## config.mk

```make
export PLATFORM = sky130hd
export DESIGN_NAME = ps2_host_tx
export DESIGN_NICKNAME = d
export VERILOG_FILES = /design/src/rtl/ps2_host_tx.sv
export SDC_FILE = /design/constraint.sdc
export NUM_CORES = 1
export LEC_CHECK = 0
export CAP_MARGIN = 20
export CELL_PAD_IN_SITES_DETAIL_PLACEMENT = 1
export CELL_PAD_IN_SITES_GLOBAL_PLACEMENT = 1
export CORE_MARGIN = 1.5
export CORE_UTILIZATION = 40
export DETAILED_ROUTE_END_ITERATION = 12
export PLACE_DENSITY = 0.77
export SETUP_SLACK_MARGIN = 0.02
export SYNTH_ARGS = -nofsm -noshare
export SYNTH_HDL_FRONTEND = slang
export SYNTH_SLANG_ARGS = --single-unit
```

## constraint.sdc

```tcl
create_clock -name clk -period 2.3 [get_ports clk]
set_clock_uncertainty 0.1 [all_clocks]
set_input_delay 0.345 -clock clk [delete_from_list [all_inputs] [get_ports clk]]
set_output_delay 0.345 -clock clk [all_outputs]
set_load 0.1 [all_outputs]
```

## src/rtl/ps2_host_tx.sv

```systemverilog
// Host-to-device PS/2 transmitter: inhibits the bus, then shifts one command byte
// out on device clock falls and checks the device acknowledge. Both lines are open-drain.
module ps2_host_tx #(
    parameter int INHIBIT_CYCLES = 5000,
    parameter int TIMEOUT_CYCLES = 1000000
) (
    input  logic       clk,
    input  logic       rst,
    input  logic [7:0] tx_data,
    input  logic       tx_start,
    input  logic       PS2_CLOCK,
    input  logic       PS2_DATA,
    output logic       ps2_clk_oe,
    output logic       ps2_data_oe,
    output logic       busy,
    output logic       done,
    output logic       ack_err,
    output logic       timeout_err
);

    localparam int MAX_CYCLES = (TIMEOUT_CYCLES > INHIBIT_CYCLES) ? TIMEOUT_CYCLES : INHIBIT_CYCLES;
    localparam int TIMER_W    = $clog2(MAX_CYCLES + 1);
    localparam logic [TIMER_W-1:0] INHIBIT_LAST = TIMER_W'(INHIBIT_CYCLES - 1);
    localparam logic [TIMER_W-1:0] TIMEOUT_LAST = TIMER_W'(TIMEOUT_CYCLES - 1);

    localparam logic [2:0] S_IDLE    = 3'd0;
    localparam logic [2:0] S_INHIBIT = 3'd1;
    localparam logic [2:0] S_SEND    = 3'd2;
    localparam logic [2:0] S_ACK     = 3'd3;
    localparam logic [2:0] S_RELEASE = 3'd4;

    logic [2:0]         state_q, state_d;
    logic [TIMER_W-1:0] timer_q, timer_d;
    logic [3:0]         bitIdx_q, bitIdx_d;
    logic [9:0]         frame_q, frame_d;
    logic               clkOe_q, clkOe_d;
    logic               dataOe_q, dataOe_d;
    logic               busy_q, busy_d;
    logic               done_q, done_d;
    logic               ackErr_q, ackErr_d;
    logic               timeoutErr_q, timeoutErr_d;

    logic clkMeta_q, clkSync_q, clkPrev_q;
    logic dataMeta_q, dataSync_q;
    logic fall;

    assign fall = clkPrev_q & ~clkSync_q;

    always_comb begin
        state_d      = state_q;
        timer_d      = timer_q;
        bitIdx_d     = bitIdx_q;
        frame_d      = frame_q;
        clkOe_d      = clkOe_q;
        dataOe_d     = dataOe_q;
        busy_d       = busy_q;
        done_d       = 1'b0;
        ackErr_d     = ackErr_q;
        timeoutErr_d = timeoutErr_q;

        case (state_q)
            S_IDLE: begin
                clkOe_d  = 1'b0;
                dataOe_d = 1'b0;
                busy_d   = 1'b0;
                // busy_q is still high in the done cycle, so a start there is dropped
                if (tx_start && !busy_q) begin
                    frame_d      = {1'b1, ~^tx_data, tx_data};
                    ackErr_d     = 1'b0;
                    timeoutErr_d = 1'b0;
                    busy_d       = 1'b1;
                    clkOe_d      = 1'b1;
                    timer_d      = '0;
                    state_d      = S_INHIBIT;
                end
            end
            S_INHIBIT: begin
                if (timer_q == INHIBIT_LAST) begin
                    dataOe_d = 1'b1;
                    clkOe_d  = 1'b0;
                    bitIdx_d = 4'd0;
                    timer_d  = '0;
                    state_d  = S_SEND;
                end else begin
                    timer_d = timer_q + 1'b1;
                end
            end
            S_SEND: begin
                if (fall) begin
                    dataOe_d = ~frame_q[bitIdx_q];
                    bitIdx_d = bitIdx_q + 4'd1;
                    timer_d  = '0;
                    if (bitIdx_q == 4'd9) begin
                        state_d = S_ACK;
                    end
                end else if (timer_q == TIMEOUT_LAST) begin
                    clkOe_d      = 1'b0;
                    dataOe_d     = 1'b0;
                    timeoutErr_d = 1'b1;
                    done_d       = 1'b1;
                    state_d      = S_IDLE;
                end else begin
                    timer_d = timer_q + 1'b1;
                end
            end
            S_ACK: begin
                if (fall) begin
                    if (dataSync_q) begin
                        ackErr_d = 1'b1;
                    end
                    timer_d = '0;
                    state_d = S_RELEASE;
                end else if (timer_q == TIMEOUT_LAST) begin
                    clkOe_d      = 1'b0;
                    dataOe_d     = 1'b0;
                    timeoutErr_d = 1'b1;
                    done_d       = 1'b1;
                    state_d      = S_IDLE;
                end else begin
                    timer_d = timer_q + 1'b1;
                end
            end
            S_RELEASE: begin
                if (clkSync_q && dataSync_q) begin
                    done_d  = 1'b1;
                    state_d = S_IDLE;
                end else if (timer_q == TIMEOUT_LAST) begin
                    clkOe_d      = 1'b0;
                    dataOe_d     = 1'b0;
                    timeoutErr_d = 1'b1;
                    done_d       = 1'b1;
                    state_d      = S_IDLE;
                end else begin
                    timer_d = fall ? '0 : timer_q + 1'b1;
                end
            end
            default: begin
                clkOe_d  = 1'b0;
                dataOe_d = 1'b0;
                state_d  = S_IDLE;
            end
        endcase
    end

    always_ff @(posedge clk) begin
        if (!rst) begin
            state_q      <= S_IDLE;
            timer_q      <= '0;
            bitIdx_q     <= 4'd0;
            frame_q      <= 10'd0;
            clkOe_q      <= 1'b0;
            dataOe_q     <= 1'b0;
            busy_q       <= 1'b0;
            done_q       <= 1'b0;
            ackErr_q     <= 1'b0;
            timeoutErr_q <= 1'b0;
            clkMeta_q    <= 1'b0;
            clkSync_q    <= 1'b0;
            clkPrev_q    <= 1'b0;
            dataMeta_q   <= 1'b0;
            dataSync_q   <= 1'b0;
        end else begin
            state_q      <= state_d;
            timer_q      <= timer_d;
            bitIdx_q     <= bitIdx_d;
            frame_q      <= frame_d;
            clkOe_q      <= clkOe_d;
            dataOe_q     <= dataOe_d;
            busy_q       <= busy_d;
            done_q       <= done_d;
            ackErr_q     <= ackErr_d;
            timeoutErr_q <= timeoutErr_d;
            clkMeta_q    <= PS2_CLOCK;
            clkSync_q    <= clkMeta_q;
            clkPrev_q    <= clkSync_q;
            dataMeta_q   <= PS2_DATA;
            dataSync_q   <= dataMeta_q;
        end
    end

    assign ps2_clk_oe  = clkOe_q;
    assign ps2_data_oe = dataOe_q;
    assign busy        = busy_q;
    assign done        = done_q;
    assign ack_err     = ackErr_q;
    assign timeout_err = timeoutErr_q;

endmodule

```

=== After elaboration in Yosys (flattened, before gate mapping) ===
Index checks and enable logic that the tools add are counted.

* Flip-flop bits (word level): 48
* Input bits: 13
* Output and inout port bits: 6

* Order comparisons: 1
* $add $sub $neg: 2
* Equal/unequal tests: 18
* Bitwise gates (word level): 3
* Reduce and logical (&&, ||, !) cells: 18
* Mux-type cells: 45

{| class="wikitable"
|+ Operator list
! kind !! number
|-
| 20-bit 2-to-1 mux || 7
|-
| 20-bit one-hot mux with 4 select lines || 1
|-
| 3-bit 2-to-1 mux || 7
|-
| 20-bit by 1-bit adder with 20-bit output, second input constant || 1
|-
| 20-bit by 13-bit equality test with 1-bit output, second input constant || 1
|-
| 20-bit equality test, second input constant || 1
|-
| 1-bit 2-to-1 mux || 20
|-
| 2-bit != test, second input constant || 9
|-
| 3-bit one-hot mux with 5 select lines || 1
|-
| 3-bit AND reduction || 4
|-
| 4-bit 2-to-1 mux || 2
|-
| 1-bit one-hot mux with 4 select lines || 2
|-
| 4-bit one-hot mux with 2 select lines || 1
|-
| 4-bit AND reduction || 2
|-
| 8-bit XNOR reduction || 1
|-
| 3-bit by 2-bit equality test with 1-bit output, second input constant || 2
|-
| 3-bit != test, second input constant || 2
|-
| 4-bit by 5-bit < comparator with 1-bit output, second input constant || 1
|-
| 5-bit AND reduction || 1
|-
| 4-bit by 1-bit adder with 4-bit output, second input constant || 1
|-
| 1-bit binary-select mux with 4-bit select || 1
|-
| 4-bit equality test, second input constant || 1
|-
| 1-bit one-hot mux with 2 select lines || 2
|-
| 2-bit nonzero test || 2
|-
| 12 further kinds || 14
|}

=== Logic depth before layout (Yosys ltp) ===
Gate-level depths: netlist of the first run.

* Word-level depth: 6
* Gate-level depth with buffers: 8
* Mapped depth without buffers: 7

=== Least setup slack after synthesis of the first run ===
No wires, ideal clock.

* Kind: reg2reg
* Start: register busy_q (netlist: busy)
* End: register timer_q[17]
* Required time: 2.129 ns
* Path slack: -0.035 ns
* Cell stages (with the launch flop): 7
* Path buffers: 0
* Library setup time: 0.071 ns
* Data arrival time: 2.164 ns
* Cell sequence: dfxtp_1 nand2b_1 a21oi_1 nor2_1 or2_4 or4_1 a21oi_1

* Longest elaborated chain between the ends: 4

{| class="wikitable"
|+ Ends and longest elaborated chain
! element !! RTL line !! RTL
|-
| start: declaration || 38 || <nowiki>logic busy_q, busy_d;</nowiki>
|-
| start signal: assignment || 169 || <nowiki>busy_q <= busy_d;</nowiki>
|-
| 1-bit zero test || 67 || <nowiki>if (tx_start && !busy_q) begin</nowiki>
|-
| 1-bit logical AND || 67 ||
|-
| 2-bit != test (no line) || -- ||
|-
| 5-bit AND reduction (no line) || -- ||
|-
| end signal: assignment || 164 || <nowiki>timer_q <= timer_d;</nowiki>
|-
| end: declaration || 33 || <nowiki>logic [TIMER_W-1:0] timer_q, timer_d;</nowiki>
|}

Every way passes these cells.
A chain may end at the register's enable or synchronous reset.

=== Worst setup path in the final report of the first run ===
* Start: register state_q[2]
* End: register timer_q[14]

* Longest elaborated chain between the ends: 4
* Elaborated cells on any way between the ends: 13

{| class="wikitable"
|+ Ends and longest elaborated chain
! element !! RTL line !! RTL
|-
| start: declaration || 32 || <nowiki>logic [2:0] state_q, state_d;</nowiki>
|-
| start signal: assignment || 163 || <nowiki>state_q <= state_d;</nowiki>
|-
| 3-bit by 2-bit equality test with 1-bit output || 61 || <nowiki>case (state_q)</nowiki>
|-
| 2-bit OR reduction (no line) || -- ||
|-
| 3-bit != test (no line) / 4-bit nonzero test (equally long branches) || -- ||
|-
| 5-bit AND reduction (no line) || -- ||
|}

Several ways; a longest one is shown, not always the timed one.

==> metrics.md, run 1 <==
| Metric | Value |
|---|---|
| Area of the multi-input gates | 1420 um^2 |
| Measured slew at the worst slew-check pin | 560 ps |
| Top cells by count, synth | dfxtp_1, nand2_1, nor2_1 |
| DR DRC count | 0 |
| Final setup viols | 0 |
| Min-Delay Path Class | reg2reg |
| Top cell type's share of synthesized area | 39.6% |
| Row count | 28 |
| Setup TNS Final | 0 ps |
| Filler cells | 705 |
| Fraction of layout cells with a size suffix above 1 | 16.4% |
| Core Box Area | 5890 um^2 |
| Die Y-Extent | 80.8 um |
| Max Freq | 448 MHz |
| Worst setup EP type | flip-flop |
| Mapped Nets | 307 |
| Clock root buffer | clkbuf_8 |
| Worst Path Arrival | 2360 ps |
| Clk_lat worst skew | 310 ps |
| Pwr dens | 929 nW/um^2 |
| Nets | 344 |
| Status | complete, no violations |
| Initial core utilization | 41.2% |
| Largest net degree at the start of global routing | 18 |
| Antenna Cells | 0 |
| Top-count cell post-synth | dfxtp_1 |
| Global-route total usage across every layer | 21.5% |
| Main synth FF type | dfxtp_1 |
| Crit Path Category | reg2reg |
| Via count | 2245 |
| # clock sinks | 48 |
| Asr flop ratio synth | 0% |
| Final WL | 6.62 mm |
| P_leak | 1.07 nW |
| GPL Wtd Cong | 0.817 |
| Final max-slew violation count | 0 |
| First-pass GRT wire length | 10.8 mm |
| Htree depth | 2 |
| I/O Buffers | 18 |
| Die width | 80.8 um |
| Area leader, netlist | dfxtp_1 |
| Die area | 6540 um^2 |
| Worst Setup Start Kind | flip-flop |
| Clock-pin slew on the worst setup and hold paths | 100 ps |
| Final min period | 2230 ps |
| DR WL/cell | 16.4 um |
| Grt total ovfl | 0 |
| Bufs on Longest Clock Path | 2 |
| Post-synth EDFFs | 0 |
| Top post-synthesis cells by area | dfxtp_1, nand2_1, xnor2_1, nor2_1, a21oi_1 |
| Synth Instances | 291 |
| RSZ-0062 raised after global routing | yes |
| Antenna violations before repair | 0 |
| Layout area overhead | 22.5% |
| Count of cell types in the netlist | 53 |
| Vias in the first global route | 2210 |
| Period utilisation layout | 97.1% |
| Post-route cell area | 2970 um^2 |
| Max VDD drop | 459 uV |
| Number of I/O pins | 19 |
| Syn Std Cell Area | 2420 um^2 |
| Yosys warning count | 0 |
| Largest fanout on the critical path | 7 |
| Drt first pass iters | 4 |
| Post-synthesis sequential area ratio | 39.6% |
| CTS tree | yes |
| Max Cap Viol | 0 |
| DR vias/cell | 5.56 |
| ANT nets after route | 0 |
| Num CTS Buffers | 5 |
| Crit path required time | 2420 ps |
| Register area | 962 um^2 |
| Initial DRC count | 96 |
| Hold Buf Count CTS | 0 |
| Final hold viol count | 0 |
| Post-Route Utilization | 50.4% |
| Rel. slew slack | 62.3% |
| Synthesis-stage register bit count | 48 |
| Placed cell area | 2810 um^2 |
| Hpwl dp | 4.74 mm |
| Avg Cell Area, Syn | 8.33 um^2 |
==> critical path: stages, from the launching register on <==
cell and delay, ps:
dfxtp_1 460, or3b_1 410, a21oi_2 160, nor2_1 80
or2_4 290, or4_1 510, a31oi_1 140
==> final cells by class <==
class,count,share of cell area [%]
Timing Repair Buffer,44,12.1
Clock inverter,3,1.56
Clock buffer,5,2.32
Multi-Input combinational cell,224,47.8
Tap cell,75,3.16
Sequential cell,48,32.4
Inverter,5,0.632
==> cells in the final DEF, fill, tap and decap left out, types with 3 or more instances in the layout <==
cell              n
dfxtp_1          47
nand2_1          41
buf_4            32
nor2_1           27
a21oi_1          19
xnor2_1          17
nand3_1          12
clkdlybuf4s50_1  12
nor4_1            8
o21ai_0           7
nor3_1            7
o21a_1            7
a31oi_1           5
and2_1            5
clkbuf_8          5
inv_1             4
nand2b_1          4
nor2b_1           4
and3_1            4
nand4_1           3
nor4b_1           3
mux2i_1           3
or4_1             3
xor2_1            3
a32oi_1           3
ha_1              3
==> final timing paths <==
check	startpoint	to	slack [ps]	cells after the start
hold reg to reg	frame_q[5]	frame_q[5]	360	2
setup / recovery	state_q[2]	timer_q[14]	70	6
hold / removal	frame_q[5]	frame_q[5]	360	2
setup reg to reg	state_q[2]	timer_q[14]	70	6
==> state kept, by name (all words and copies together), names as in the netlist <==
signal	flops
dataMeta_q	1
bitIdx_q	4
timeout_err	1
dataSync_q	1
frame_q	10
state_q	3
ps2_clk_oe	1
ack_err	1
busy	1
clkSync_q	1
clkPrev_q	1
ps2_data_oe	1
timer_q	20
done	1
clkMeta_q	1
==> layer usage <==
layer  vias up  track usage, %  wire [um]
met3        11            3.93        195
met4         0            5.86        103
met2        38            34.3       3050
li1       1110               -          -
met1      1086            29.7       3270
met5         -               0          0
==> report_power, final <==
group	internal, mW	switching (mW)	total (mW)
clock	0.328	0.312	0.640
combinational	0.441	0.674	1.11
sequential	0.919	0.0844	1.00
==> cells by family after synthesis <==
family          Yosys count  share of synthesized area [%]
fa+ha+maj                 3                           1.55
xor+xnor                 20                           7.23
buf+inv                  19                           3.61
mux                       5                           3.10
flops                    48                           39.6
compound gates           57                           15.5
simple gates            139                           29.4
==> repair_timing <==
item,4_1_cts,5_1_grt
resized for setup,0,6
buffers inserted,0,1
endpoints found under the setup margin,0,15
==> per-stage QoR <==
stage	hold slack, ps	worst slack [ps]	std cells	total power [mW]
6_report	358	66.7	404	2.76
5_1_grt	388	-13.8	404	2.90
4_1_cts	363	61.8	403	2.75
3_5_place_dp	348	-85.3	395	2.10
3_3_place_gp	314	-24.1	395	2.08
2_1_floorplan	312	205	291	1.70
Note: power is estimated with default switching activity, not from simulation.
==> run 2: changes to the inputs <==
--- a/config.mk
+++ b/config.mk
@@ -6,7 +6,7 @@
 export NUM_CORES = 1
 export LEC_CHECK = 0
 export CAP_MARGIN = 20
-export CELL_PAD_IN_SITES_DETAIL_PLACEMENT = 1
+export CELL_PAD_IN_SITES_DETAIL_PLACEMENT = 0
 export CELL_PAD_IN_SITES_GLOBAL_PLACEMENT = 1
 export CORE_MARGIN = 1.5
 export CORE_UTILIZATION = 40
==> run 2 against run 1 <==
Against the previous run:
- sequential power about the same
- core utilization down 0.38 points
- worst setup slack better by 38 ps
- global-route usage down 2.9 points
- flip-flop and latch count unchanged
- sequential share of layout area up 0.25 points
- clock power down 1%
==> metrics.md, run 2 (synthesized netlist as in run 1, its figures left out) <==
| Metric | Value |
|---|---|
| Min-Delay Path Class | reg2reg |
| Row count | 28 |
| Drt first pass iters | 4 |
| Die area | 6540 um^2 |
| P_leak | 1.05 nW |
| Initial DRC count | 166 |
| Number of I/O pins | 19 |
| Clk_lat worst skew | 310 ps |
| Max Cap Viol | 0 |
| Measured slew at the worst slew-check pin | 532 ps |
| Via count | 2159 |
| Final max-slew violation count | 0 |
| CTS tree | yes |
| Antenna Cells | 0 |
| Worst Hold Margin | 344 ps |
| Initial core utilization | 41.2% |
| Fraction of layout cells with a size suffix above 1 | 15.9% |
| Final WL | 5.55 mm |
| Hold Buf Count CTS | 0 |
| Number of flip-flops in the largest register | 20 |
| Vias in the first global route | 1970 |
| Worst setup EP type | flip-flop |
| Biggest register | timer_q |
| DR DRC count | 0 |
| Grt total ovfl | 0 |
| Core Box Area | 5890 um^2 |
| Pwr dens | 919 nW/um^2 |
| CP max stage delay | 500 ps |
| P_int | 1.69 mW |
| Final min period | 2200 ps |
| Buf/Inv on CP | 0 |
| Final hold viol count | 0 |
| Largest fanout on the critical path | 10 |
| Switching share of total power | 37.6% |
| First-pass GRT wire length | 9.38 mm |
| Post-Route Utilization | 50.1% |
| Clk pwr share | 23.4% |
| Setup TNS Final | 0 ps |
| Crit path cell chain | or3b_1 -> a21oi_2 -> nor2_1 -> or2_4 -> or4_1 -> a21oi_1 |
| Global-route total usage across every layer | 18.6% |
| Share of power burned in registers | 37.0% |
| Commonest non-fill, non-tap cell in the layout | dfxtp_1 |
| Largest net degree at the start of global routing | 18 |
| Nets | 343 |
| Max VDD drop | 458 uV |
| Crit path required time | 2430 ps |
| Post-route cell area | 2950 um^2 |
| Gate power share | 39.6% |
| Worst setup slack after placement | -64.4 ps |
| Htree depth | 2 |
| Period utilisation layout | 95.4% |
| Placed insts | 395 |
| I/O Buffers | 18 |
| Layout area overhead | 21.6% |
| DR vias/cell | 5.36 |
| RSZ-0062 raised after global routing | yes |
| Rel. slew slack | 64.3% |
| # clock sinks | 48 |
| Total power | 2.71 mW |
| Switching pwr | 1.02 mW |
| Placed cell area | 2810 um^2 |
| Antenna violations before repair | 0 |
| Crit Path Category | reg2reg |
| DR WL/cell | 13.8 um |
| Commonest non-fill, non-tap cells in the layout | dfxtp_1, nand2_1, buf_4 |
| Clock root buffer | clkbuf_8 |
| Die Y-Extent | 80.8 um |
| Num CTS Buffers | 5 |
| Status | complete, no violations |
| Worst Setup Start Kind | flip-flop |
| ANT nets after route | 0 |
| Final setup viols | 0 |
| Fin cells | 403 |
| Max Freq | 456 MHz |
| Worst Path Arrival | 2330 ps |
| Bufs on Longest Clock Path | 2 |
| CP delay by family, top | simple AND/OR/NAND/NOR gates |
| Critical path's slowest cell | or4_1 |
| Hpwl dp | 4.09 mm |
| PnR worst setup slack | 105 ps |
| Die width | 80.8 um |
| GPL Wtd Cong | 0.817 |
| Clock-pin slew on the worst setup and hold paths | 90 ps |
| Top Registers | timer_q x20, frame_q x10, bitIdx_q x4 |
==> run 2: cell types whose count changed in the layout (fill, tap and decap cells not counted), sizes merged <==
cell  previous run  this run
buf             32        31
==> run 2: worst paths after layout <==
path,from,endpoint,slack [ps],cells past startpoint
worst min register to register,clkMeta_q,clkSync_q,340,1
worst max-delay path,state_q[1],timer_q[17],100,6
worst min-delay path,clkMeta_q,clkSync_q,340,1
worst max register to register,state_q[1],timer_q[17],100,6
==> run 2: timing repair <==
action | in CTS | in global routing
resized for setup | 0 | 4
setup buffers | 0 | 0
endpoints found under the setup margin | 0 | 5
==> run 2: routing by layer <==
layer  routed length [um]  GRT usage [%]
met1                 2810           26.2
met2                 2370           27.6
met3                  275           3.82
met4                   93           7.24
met5                    0              0
==> run 2: power by group through the flow <==
stage / registers [mW] / clock network, mW / logic (mW)
2_1_floorplan: 1.10 / 0 / 0.600
3_3_place_gp: 1.02 / 0 / 1.06
3_5_place_dp: 1.02 / 0 / 1.06
4_1_cts: 1.00 / 0.654 / 1.06
5_1_grt: 1.02 / 0.685 / 1.17
6_report: 1.00 / 0.633 / 1.07
==> run 2: final cells by class <==
cell class              instances  area (um^2)
fillers                       614         2940
repair buffers                 43          353
clock buffers                   5         68.8
multi-input cells             224         1400
clock inverters                 3         46.3
well taps                      75         93.8
inverters                       5         18.8
flip-flops and latches         48          962
==> run 3: changes to the inputs <==
--- a/config.mk
+++ b/config.mk
@@ -11,8 +11,8 @@
 export CORE_MARGIN = 1.5
 export CORE_UTILIZATION = 40
 export DETAILED_ROUTE_END_ITERATION = 12
-export PLACE_DENSITY = 0.77
-export SETUP_SLACK_MARGIN = 0.02
+export PLACE_DENSITY_LB_ADDON = 0.1
+export SETUP_SLACK_MARGIN = 0.3
 export SYNTH_ARGS = -nofsm -noshare
 export SYNTH_HDL_FRONTEND = slang
 export SYNTH_SLANG_ARGS = --single-unit
==> run 3 against run 2 <==
Against the previous run:
- sequential share of layout area fell by 2.3 points
- clock-buffer cell count up 3
- largest cell class unchanged
- final area increased by 11%
- global-route usage rose by 1.3 points
- wire length grew 13%
==> metrics.md, run 3 (synthesized netlist as in run 1, its figures left out) <==
| Metric | Value |
|---|---|
| Status | complete, no violations |
| Clk_lat worst skew | 300 ps |
| Crit path required time | 2420 ps |
| Initial core utilization | 41.2% |
| First-pass GRT wire length | 10.0 mm |
| Initial DRC count | 179 |
| Top Registers | timer_q x20, frame_q x10, bitIdx_q x4 |
| Layout area overhead | 34.5% |
| CP Capture Point | timer_q[14] |
| Post-Route Utilization | 55.4% |
| Number of flip-flops in the largest register | 20 |
| Filler cells | 557 |
| Clock-pin slew on the worst setup and hold paths | 90 ps |
| Drt first pass iters | 6 |
| Number of I/O pins | 19 |
| Grt total ovfl | 0 |
| Die Y-Extent | 80.8 um |
| P_leak | 1.21 nW |
| Max Cap Viol | 0 |
| CTS tree | yes |
| I/O Buffers | 18 |
| Final min period | 2030 ps |
| Final max-slew violation count | 0 |
| DR vias/cell | 5.44 |
| DR WL/cell | 15.0 um |
| RSZ-0062 raised after global routing | yes |
| Htree depth | 2 |
| Pwr dens | 887 nW/um^2 |
| Largest net degree at the start of global routing | 15 |
| Switching share of total power | 37.3% |
| Worst Reg-to-Reg Cells | 6 |
| Antenna Cells | 0 |
| Num CTS Buffers | 5 |
| Gate power share | 43.3% |
| Critical Path Source | state_q[2] |
| Row count | 28 |
| Hold Buf Count CTS | 0 |
| Crit Path Category | reg2reg |
| Measured slew at the worst slew-check pin | 603 ps |
| Nets | 355 |
| Die width | 80.8 um |
| Die area | 6540 um^2 |
| # clock sinks | 48 |
| Share of power burned in registers | 34.9% |
| Core Box Area | 5890 um^2 |
| Worst setup slack after placement | -20.3 ps |
| Period utilisation layout | 88.3% |
| Max VDD drop | 589 uV |
| Via count | 2257 |
| Min-Delay Path Class | reg2reg |
| Clock root buffer | clkbuf_8 |
| Antenna violations before repair | 0 |
| Max Freq | 493 MHz |
| Reg2reg start | state_q[2] |
| Final WL | 6.24 mm |
| Switching pwr | 1.08 mW |
| Clk pwr share | 21.8% |
| Fraction of layout cells with a size suffix above 1 | 29.4% |
| Final setup viols | 0 |
| Commonest non-fill, non-tap cells in the layout | nand2_1, buf_4, dfxtp_1 |
| ANT nets after route | 0 |
| P_int | 1.81 mW |
| Worst setup EP type | flip-flop |
| Worst r2r dst | timer_q[14] |
| Bufs on Longest Clock Path | 2 |
| Worst Path Arrival | 2150 ps |
| Reg2Reg Setup Slack | 270 ps |
| Global-route total usage across every layer | 19.9% |
| Worst Setup Start Kind | flip-flop |
| Vias in the first global route | 2039 |
| Rel. slew slack | 59.7% |
| GPL Wtd Cong | 0.819 |
| Largest fanout on the critical path | 6 |
| DR DRC count | 0 |
| Worst Hold Margin | 353 ps |
| Final hold viol count | 0 |
| Biggest register | timer_q |
| PnR worst setup slack | 270 ps |
| Hpwl dp | 4.25 mm |
[run 3: cell types whose count changed in the layout (fill, tap and decap cells not counted), moves of 3 or more]
| cell | delta |
|---|---|
| dfxtp_4 | +5 |
| a21oi_1 | -3 |
| dfxtp_1 | -12 |
| dfxtp_2 | +7 |
| buf_4 | +7 |
| buf_6 | +4 |
| nor4_1 | -5 |
| nand2_1 | -3 |
| nor4_4 | +3 |
[run 3: timing repair]
action	4_1_cts	5_1_grt
cloned	0	1
setup endpoints to repair	24	26
buffers inserted	6	5
pin swaps	6	11
resized for setup	17	39
[run 3: per-stage QoR]
| step | setup TNS (ps) | power (mW) | std cells | area, um^2 |
|---|---|---|---|---|
| after detailed placement | -20.3 | 2.09 | 395 | 2840 |
| after floorplan | 0 | 1.71 | 291 | 2450 |
| after CTS | 0 | 2.80 | 409 | 3060 |
| after global routing | 0 | 3.07 | 415 | 3260 |
| final | 0 | 2.89 | 415 | 3260 |
| after global placement | 0 | 2.09 | 395 | 2840 |
[run 3: layer usage]
metal  vias up  part of all wire [%]  track usage, %
met5         -                     0               0
met2        69                    44            30.3
li1       1131                     -               -
met4         0                   1.7            5.17
met3        11                   5.0            3.71
met1      1046                    49            28.7
[run 3: worst min path at each step]
stage                from          to  cells after the start
2_1_floorplan   clkMeta_q   clkSync_q                      1
3_3_place_gp   dataMeta_q  dataSync_q                      1
3_5_place_dp   dataMeta_q  dataSync_q                      1
4_1_cts        frame_q[5]  frame_q[5]                      2
5_1_grt         clkMeta_q   clkSync_q                      1
6_report       dataMeta_q  dataSync_q                      1
[run 3: area by class of cell]
| cell class | count | area, um^2 | share of cell area (%) |
|---|---|---|---|
| sequential | 48 | 990 | 30.4 |
| tap | 75 | 93.8 | 2.88 |
| timing repair buffer | 55 | 455 | 14.0 |
| multi-input combinational | 224 | 1580 | 48.5 |
| inverter | 5 | 18.8 | 0.576 |
| clock buffer | 8 | 121 | 3.72 |
[run 3: critical path, stage by stage, from the launching register on]
cell and delay [ps]:
dfxtp_4 390, or3b_4 410, a21oi_4 140, nor2_2 50
or2_4 260, or4_1 410, a31oi_1 190
[run 3: power groups by stage]
stage / Combinational [mW] / Clock [mW] / Sequential (mW)
finish: 1.25 / 0.630 / 1.01
global placement: 1.08 / 0 / 1.01
floorplan: 0.600 / 0 / 1.11
detailed placement: 1.08 / 0 / 1.01
global route: 1.37 / 0.683 / 1.02
CTS: 1.15 / 0.654 / 0.995
